--- config.mk ---
export PLATFORM = sky130hd
export DESIGN_NAME = pp_requant_sat_stage
export DESIGN_NICKNAME = d
export VERILOG_FILES = /design/src/rtl/pp_requant_sat_stage.sv
export SDC_FILE = /design/constraint.sdc
export NUM_CORES = 1
export LEC_CHECK = 0
export CORE_UTILIZATION = 40
export CTS_CLUSTER_DIAMETER = 150
export DETAILED_ROUTE_END_ITERATION = 8
export PLACE_DENSITY_LB_ADDON = 0.05
export SKIP_CTS_REPAIR_TIMING = 1
export SLEW_MARGIN = 25
export SYNTH_ARGS = -nofsm -noshare
export SYNTH_HDL_FRONTEND = slang
export SYNTH_SLANG_ARGS = --single-unit
--- constraint.sdc ---
create_clock -name clk -period 5.7 [get_ports clk]
set_input_delay 1.14 -clock clk [delete_from_list [all_inputs] [get_ports clk]]
set_output_delay 1.14 -clock clk [all_outputs]
set_load 0.03 [all_outputs]
--- src/rtl/pp_requant_sat_stage.sv ---
// Requantizes signed accumulator words to int8 (rounded shift, saturation) into a small output FIFO; 3-cycle accept-to-dout latency.
// din_ready is credit based (FIFO plus in-flight words < FIFO_DEPTH, pops credited a cycle late); PP_REQUANT_ZERO_POINT_EN adds a zero_point offset.
module pp_requant_sat_stage #(
  parameter int IN_W       = 24,
  parameter int OUT_W      = 8,
  parameter int FIFO_DEPTH = 4,
  parameter int CNT_W      = 16
) (
  input  logic                    clk,
  input  logic                    reset,
  input  logic signed [IN_W-1:0]  din,
  input  logic                    din_last,
  input  logic                    din_valid,
  output logic                    din_ready,
  input  logic [4:0]              shift,
  output logic signed [OUT_W-1:0] dout,
  output logic                    dout_last,
  output logic                    dout_valid,
  input  logic                    dout_ready,
`ifdef PP_REQUANT_ZERO_POINT_EN
  input  logic signed [7:0]       zero_point,
`endif
  output logic [CNT_W-1:0]        sat_count,
  input  logic                    sat_clr
);
  localparam int AW = $clog2(FIFO_DEPTH);
  localparam int CW = AW + 2;
  localparam int W1 = IN_W + 1;
  localparam logic [4:0] MAX_SHIFT = 5'(IN_W - 1);
  localparam logic signed [W1-1:0] PIX_MAX = W1'(2**(OUT_W-1) - 1);
  localparam logic signed [W1-1:0] PIX_MIN = W1'(-(2**(OUT_W-1)));

  logic                   ready_en;
  logic                   accept;
  logic [4:0]             s_amt;
  logic signed [W1-1:0]   round_bias;
  logic signed [W1-1:0]   t_sum;
  logic signed [W1-1:0]   r_shift;
  logic                   s1_valid;
  logic                   s1_last;
  logic signed [W1-1:0]   s1_r;
  logic signed [W1-1:0]   zp_sum;
  logic [OUT_W-1:0]       pix;
  logic                   sat_evt;
  logic                   s2_valid;
  logic                   s2_last;
  logic                   s2_sat;
  logic [OUT_W-1:0]       s2_pix;
  logic [OUT_W-1:0]       mem_pix [FIFO_DEPTH];
  logic                   mem_last [FIFO_DEPTH];
  logic [AW-1:0]          wr_ptr;
  logic [AW-1:0]          rd_ptr;
  logic [AW:0]            fifo_count;
  logic                   push;
  logic                   pop;
  logic [CW-1:0]          occupancy;

  // Occupancy uses registered state only, so a pop this cycle frees its credit next cycle.
  assign occupancy = CW'(fifo_count) + CW'(s1_valid) + CW'(s2_valid);
  assign din_ready = ready_en && (occupancy < CW'(FIFO_DEPTH));
  assign accept    = din_valid && din_ready;

  always_comb begin
    s_amt      = (shift > MAX_SHIFT) ? MAX_SHIFT : shift;
    round_bias = '0;
    if (s_amt != 5'd0) round_bias = W1'(1) << (s_amt - 5'd1);
    t_sum   = $signed({din[IN_W-1], din}) + round_bias;
    r_shift = t_sum >>> s_amt;
  end

`ifdef PP_REQUANT_ZERO_POINT_EN
  assign zp_sum = s1_r + $signed({{(W1-8){zero_point[7]}}, zero_point});
`else
  assign zp_sum = s1_r;
`endif

  always_comb begin
    pix     = zp_sum[OUT_W-1:0];
    sat_evt = 1'b0;
    if (zp_sum > PIX_MAX) begin
      pix     = PIX_MAX[OUT_W-1:0];
      sat_evt = 1'b1;
    end else if (zp_sum < PIX_MIN) begin
      pix     = PIX_MIN[OUT_W-1:0];
      sat_evt = 1'b1;
    end
  end

  always_ff @(posedge clk or posedge reset) begin
    if (reset) begin
      ready_en <= 1'b0;
      s1_valid <= 1'b0;
      s1_last  <= 1'b0;
      s1_r     <= '0;
      s2_valid <= 1'b0;
      s2_last  <= 1'b0;
      s2_sat   <= 1'b0;
      s2_pix   <= '0;
    end else begin
      ready_en <= 1'b1;
      s1_valid <= accept;
      if (accept) begin
        s1_r    <= r_shift;
        s1_last <= din_last;
      end
      s2_valid <= s1_valid;
      if (s1_valid) begin
        s2_pix  <= pix;
        s2_last <= s1_last;
        s2_sat  <= sat_evt;
      end
    end
  end

  assign push       = s2_valid;
  assign dout_valid = (fifo_count != '0);
  assign pop        = dout_valid && dout_ready;
  assign dout       = $signed(mem_pix[rd_ptr]);
  assign dout_last  = mem_last[rd_ptr];

  always_ff @(posedge clk or posedge reset) begin
    if (reset) begin
      for (int i = 0; i < FIFO_DEPTH; i++) begin
        mem_pix[i]  <= '0;
        mem_last[i] <= 1'b0;
      end
      wr_ptr     <= '0;
      rd_ptr     <= '0;
      fifo_count <= '0;
    end else begin
      if (push) begin
        mem_pix[wr_ptr]  <= s2_pix;
        mem_last[wr_ptr] <= s2_last;
        wr_ptr           <= wr_ptr + AW'(1);
      end
      if (pop) rd_ptr <= rd_ptr + AW'(1);
      case ({push, pop})
        2'b10:   fifo_count <= fifo_count + (AW+1)'(1);
        2'b01:   fifo_count <= fifo_count - (AW+1)'(1);
        default: fifo_count <= fifo_count;
      endcase
    end
  end

  always_ff @(posedge clk or posedge reset) begin
    if (reset) begin
      sat_count <= '0;
    end else if (sat_clr) begin
      sat_count <= '0;
    end else if (push && s2_sat && (sat_count != '1)) begin
      sat_count <= sat_count + CNT_W'(1);
    end
  end

endmodule

== Word-level counts from Yosys, hierarchy flattened ==
Index checks and enable logic that the tools add are counted.
Storage, ports and cells
  register bits after elaboration: 98
  bits in latches: 0
  bits in writable memories: 0
  ROM bits: 0
  bits of input ports: 35
  output and inout port bits: 27
  memories: 0
Cells by class
  add/sub/neg operators: 9
  $mul: 0
  divide/modulo/power cells: 0
  $lt $le $gt $ge: 7
  equal/unequal tests: 3
  shifts and indexed selects: 2
  mux-type cells: 21
  bitwise gates (word level): 2
  reduce and logical (&&, ||, !) cells: 10
Operators by type and width (number)
  2-to-1 mux 8 bit: 5
  bitwise mux 32 bit: 1
  2-to-1 mux 16 bit: 2
  adder 24 x 25 -> 25 bit: 1
  > comparator 25 x 8 -> 1 bit (second input constant): 1
  less-than comparator 25 x 8 -> 1 bit (second input constant): 1
  2-to-1 mux 25 bit: 1
  << shifter 1 x 5 -> 25 bit (first input constant): 1
  >>> shifter 25 x 5 -> 25 bit: 1
  adder 16 x 1 -> 16 bit (second input constant): 1
  binary-select mux 8 bit (select 2 bit): 1
  demux 8 bit (select 2 bit): 1
  != test 16 bit (second input constant): 1
  >= comparator 3 bit (second input constant): 2
  logical AND 1 bit: 6
  inverter 2 -> 3 bit: 2
  case mux 3 bit (2 select lines): 1
  > comparator 5 bit (second input constant): 1
  2-to-1 mux 1 bit: 5
  2-to-1 mux 5 bit: 1
  nonzero test 5 bit: 1
  subtractor 5 x 1 -> 5 bit (second input constant): 1
  adder 2 x 1 -> 2 bit (second input constant): 2
  adder 3 x 1 -> 4 bit: 1
  12 further kinds: 13

== Longest topological paths before layout ==
  depth in word-level cells: 7
  gate-level depth with buffers: 17

== Worst setup path before layout ==
OpenSTA, ideal clock, no wires.
  path kind: input to register
  start: input shift[3]
  end: register s1_r[13]
  arrival time: 4666 ps
  data required time: 5612 ps
  path slack: 945 ps
  cell stages on the path: 15
  cell sequence: clkbuf_1 -> clkbuf_1 -> nor2_1 -> and3_1 -> ha_1 -> fa_1 -> a211oi_2 -> o31ai_4 -> o2111a_1 -> o2111a_1 -> a211oi_2 -> o22ai_1 -> a221o_1 -> or2_0 -> a41oi_1
Between the ends
  cells in the longest elaborated chain, start to end: 7
  elaborated cells between the ends (all ways): 8
Ends and longest elaborated chain
  start, declared: line 15  | input logic [4:0] shift,
  > comparator 5 bit: line 64  | s_amt = (shift > MAX_SHIFT) ? MAX_SHIFT : shift;
  2-to-1 mux 5 bit (*): line 64
  subtractor 5 x 1 -> 5 bit: line 66  | if (s_amt != 5'd0) round_bias = W1'(1) << (s_amt - 5'd1);
  << shifter 1 x 5 -> 25 bit: line 66
  2-to-1 mux 25 bit: line 66
  adder 24 x 25 -> 25 bit: line 67  | t_sum = $signed({din[IN_W-1], din}) + round_bias;
  >>> shifter 25 x 5 -> 25 bit (*): line 68  | r_shift = t_sum >>> s_amt;
  end signal, assigned: line 103  | s1_r <= r_shift;
  end, declared: line 41  | logic signed [W1-1:0] s1_r;
Every way passes the cells marked *; elsewhere a longest branch is shown, timed or not.
A chain may end at the register's enable or synchronous reset.

== Worst setup path after layout ==
  start: input shift[2]
  end: register s1_r[14]
The elaborated chain is that of the path after synthesis.

==> reports/results.tsv <==
stage	metric	value	unit
placed_design	hpwl	18600	µm
setup_path	cp.arrival	5.65	ns
finish	drive_gt1_frac	0.166	
floorplanning	die_w	139	µm
synthesis	synth_adder_area_share	0.0572	
setup_path	cpPeakStageDelay	0.77	ns
finish	nets	978	
synthesis	async_reset_ff_frac	1.00	
clock_tree	cts_max_level	3	
sta	rsz0062_at_grt	no	
setup_path	critPathBufInv	4	
synthesis	synth_cells	837	
floorplanning	initial_utilization	0.412	
power	ir_worst_vdd	213	µV
sta	fin_hold_ws	0.488	ns
setup_path	crit_path_frequent_cell	buf_4	
power	pwr-share-clk	0.211	
sta	worst_pin_slew	0.922	ns
sta	drv_slew	0	
global_route	grt_antenna_before_repair	0	
sta	fin_setup_tns	0	ns
global_route	grt_pass1_vias	6971	
synthesis	syn_area_per_cell	8.94	µm²
clock_tree	worstSkewPairLatency	0.35	ns
global_route	grt_overflow	0	
power	p_int	1.92	mW
outcome	status	complete, but fails checks	
setup_path	crit_required	5.96	ns
clock_tree	clock_sinks	98	
routing	routed_wl	23800	µm
hold_path	worst_hold_path_type	reg -> reg	
finish	insertedDiodeCount	0	
synthesis	syn_area	7480	µm²
clock_tree	cts_made_buffers	9	
synthesis	synth-compound-area-share	0.227	
power	share_comb_of_total_power	0.398	
power	switching_power	1.16	mW
sta	max_clock_freq	186	MHz
finish	final_cell_count_no_fill	1144	
setup_path	path_cells	clkdlybuf4s50_1, nor2_1, and3_1, ha_1, fa_1, a211oi_2, o31ai_4, o2111a_1, o2111a_1, a2111oi_0, buf_4, a31oi_2, buf_4, mux2i_1, buf_4, nand2_1, a31oi_1	
placed_design	dp.cells	1128	
synthesis	synth_xor_area_frac	0.0398	
global_route	grt_max_degree	60	
setup_path	end_kind	flip-flop	
finish	area_growth_syn_to_layout	18.4	%
clock_tree	cts_tree	yes	
routing	postRouteAntennaNets	0	
sta	fin_crit_sh	0.945	
clock_tree	cts.reportedPaths.clkPinSlew	0.08	ns
job	cap_violations	0	
placed_design	io_buffers	61	
setup_path	path_class	in -> reg	
routing	drt_iter0_drc	493	
floorplanning	dieArea	19300	µm²
outcome	violations	DRC	
synthesis	synthTopCellsByArea	dfrtp_1 33%, mux2_2 7.1%, nor2_1 5.8%, ha_1 5.2%, nand2_1 4.2%	
floorplanning	num_rows	49	
setup_path	path_max_fanout	9	
synthesis	synth_top_area_share	0.328	
power	cellPowerDensity	347	nW/µm²
synthesis	synthFlopType	dfrtp_1	
sta	finalHoldViolations	0	
power	pwr-share-seq	0.391	
sta	setup_viol	0	
setup_path	cp_top_family	compound AO/OA/AOI/OAI gates	
synthesis	synth_simple_gate_area_frac	0.186	
synthesis	ys_seq_elements	98	
synthesis	synth_nets	905	
synthesis	synth_top_family_by_area	compound AO/OA/AOI/OAI gates	
routing	drt_pass1_iterations	7	
floorplanning	die_h	139	µm
synthesis	yosys_warnings	0	
sta	slew_headroom	0.384	
floorplanning	core_area	18100	µm²
synthesis	ys_seq_area_frac	0.328	
power	leakage	3.67	nW
synthesis	yosys.area.top_type	dfrtp_1	
synthesis	synth-edff-count	0	
sta	fin_skew	0.0118	ns
global_route	grt_usage	0.254	
setup_path	startpoint_type	input port	
synthesis	ys_types	88	
clock_tree	clockRootBuffer	clkbuf_16	
setup_path	cpMaxStageDelayCell	clkdlybuf4s50_1	
placed_design	gp_congestion	0.905	
finish	fill_cells	1714	
global_route	grt_pass1_wl	38400	µm
power	swShare	0.377	
routing	drc_errors	6	
finish	final_util	0.488	
routing	post_drt_wl_per_cell	20.8	µm
synthesis	synth.area.mux_share	0.124	
routing	viasPerCell	6.06	
clock_tree	ctsLongestPathBuffers	2	
floorplanning	io-pin-count	62	
sta	period_needed	5.39	ns
routing	vias	6928	
registers in the layout, summed over array words and instances (netlist names):
| name | cells |
|---|---|
| s1_r | 25 |
| mem_pix | 32 |
| wr_ptr | 2 |
| s2_sat | 1 |
| fifo_count | 3 |
| s2_pix | 8 |
| mem_last | 4 |
| rd_ptr | 2 |
| s1_last | 1 |
| s1_valid | 1 |
| s2_last | 1 |
| sat_count | 16 |
| push | 1 |
| ready_en | 1 |
cells by family (layout without fill, tap and decap cells):
group                      count (synthesis)  in the layout
AOI/OAI and AO/OA                        235            235
xor gates and xnor gates                  34             34
adders and majority gates                 33             33
buffers and inverters                     66            144
DFF                                       98             98
muxes                                     73             73
other                                      2              2
and+or+nand+nor                          296            296
cells in the final DEF, fill, tap and decap left out, types with 4 or more instances in the layout:
cell type,instances
nor2_1,115
nand2_1,84
a31oi_1,10
o21ai_0,37
mux2_2,47
inv_1,16
nand2b_1,7
o31ai_1,6
nand4_1,14
and2_1,4
a21o_1,16
inv_8,4
o32a_1,4
and4_1,5
nand3_1,12
o21a_1,6
mux2i_1,14
o22ai_1,10
a211oi_2,5
ha_1,31
a21oi_1,52
o221ai_1,6
o211ai_1,13
and3_1,6
a211o_1,5
buf_4,49
a211oi_1,11
or3_1,9
clkbuf_16,9
dfrtp_1,98
nor4_1,10
clkdlybuf4s50_1,61
xnor2_1,15
mux4_2,11
nor3_1,11
xor2_1,19
a221o_1,5
synthesized netlist by cell type, types with 3 or more instances:
cell and instances:
and3_1 6, inv_1 17, xnor2_1 15, nand4_1 14, buf_1 6, o21ai_0 37
o32a_1 4, ha_1 31, dfrtp_1 98, a31oi_1 10, a21oi_1 52, nor3_1 11
o31ai_1 6, xor2_1 19, and2_1 4, nand2b_1 7, buf_2 12, and4_1 5
a221o_1 5, nand3_1 12, a211o_1 5, o211ai_1 13, nor4_1 10, nor3b_1 3
o22ai_1 10, or3_1 9, o21a_1 6, a41oi_1 3, o21ai_1 3, a211oi_1 11
o221ai_1 6, mux4_2 11, mux2_2 47, a211oi_2 5, mux2i_1 14, nor2_1 115
nand2_1 84, a21o_1 16, clkbuf_1 26
metal layers:
metal | global-route usage | vias up | routed length (µm)
li1 | - | 3261 | -
met1 | 0.337 | 3379 | 10800
met2 | 0.432 | 251 | 11500
met3 | 0.0290 | 37 | 994
met4 | 0.0865 | 0 | 598
met5 | 0 | - | 0
area by class of cell:
| cell class | instances | area, µm² | share of cell area |
|---|---|---|---|
| clock buffers | 9 | 225 | 0.0254 |
| multi-input cells | 673 | 4750 | 0.536 |
| well taps | 229 | 287 | 0.0324 |
| inverters | 18 | 70.1 | 0.00792 |
| clock inverters | 7 | 91.3 | 0.0103 |
| repair buffers | 110 | 978 | 0.111 |
| flip-flops and latches | 98 | 2450 | 0.277 |
worst register-to-register path, cell delays in order (launching register included):
cell      delay, ns
dfrtp_1        0.64
ha_1           0.33
a21oi_1        0.15
o211a_1        0.17
nand2_1        0.06
buf_4          0.22
inv_1          0.72
nand2_1        0.35
nor3_1         0.41
a211oi_2       0.09
metrics by stage:
| stage | power, mW | worst slack [ns] | cell area (µm²) |
|---|---|---|---|
| after global placement | 2.40 | 0.105 | 8540 |
| after detailed placement | 2.44 | 0.139 | 8540 |
| after global routing | 3.27 | 0.140 | 8850 |
| after floorplan | 2.00 | 0.945 | 7480 |
| after CTS | 3.10 | 0.481 | 8850 |
| final | 3.08 | 0.313 | 8850 |
final timing paths:
| kind | start | slack [ns] | cells after the start | endpoint |
|---|---|---|---|---|
| min reg2reg | fifo_count[1] | 0.49 | 2 | fifo_count[1] |
| min | fifo_count[1] | 0.49 | 2 | fifo_count[1] |
| max in group asynchronous | reset | 3.39 | 3 | mem_pix[18] |
| max reg2reg | push | 2.45 | 9 | s1_r[7] |
| max | shift[2] | 0.31 | 17 | s1_r[14] |
| min in group asynchronous | reset | 1.18 | 2 | s1_r[3] |
power groups by stage:
stage | Clock [mW] | Combinational, mW | Sequential [mW]
floorplan | 0 | 0.899 | 1.10
global placement | 0 | 1.20 | 1.20
detailed placement | 0 | 1.22 | 1.22
CTS | 0.665 | 1.23 | 1.20
global route | 0.694 | 1.33 | 1.25
finish | 0.650 | 1.22 | 1.20
Power figures use the tool's default switching activity.
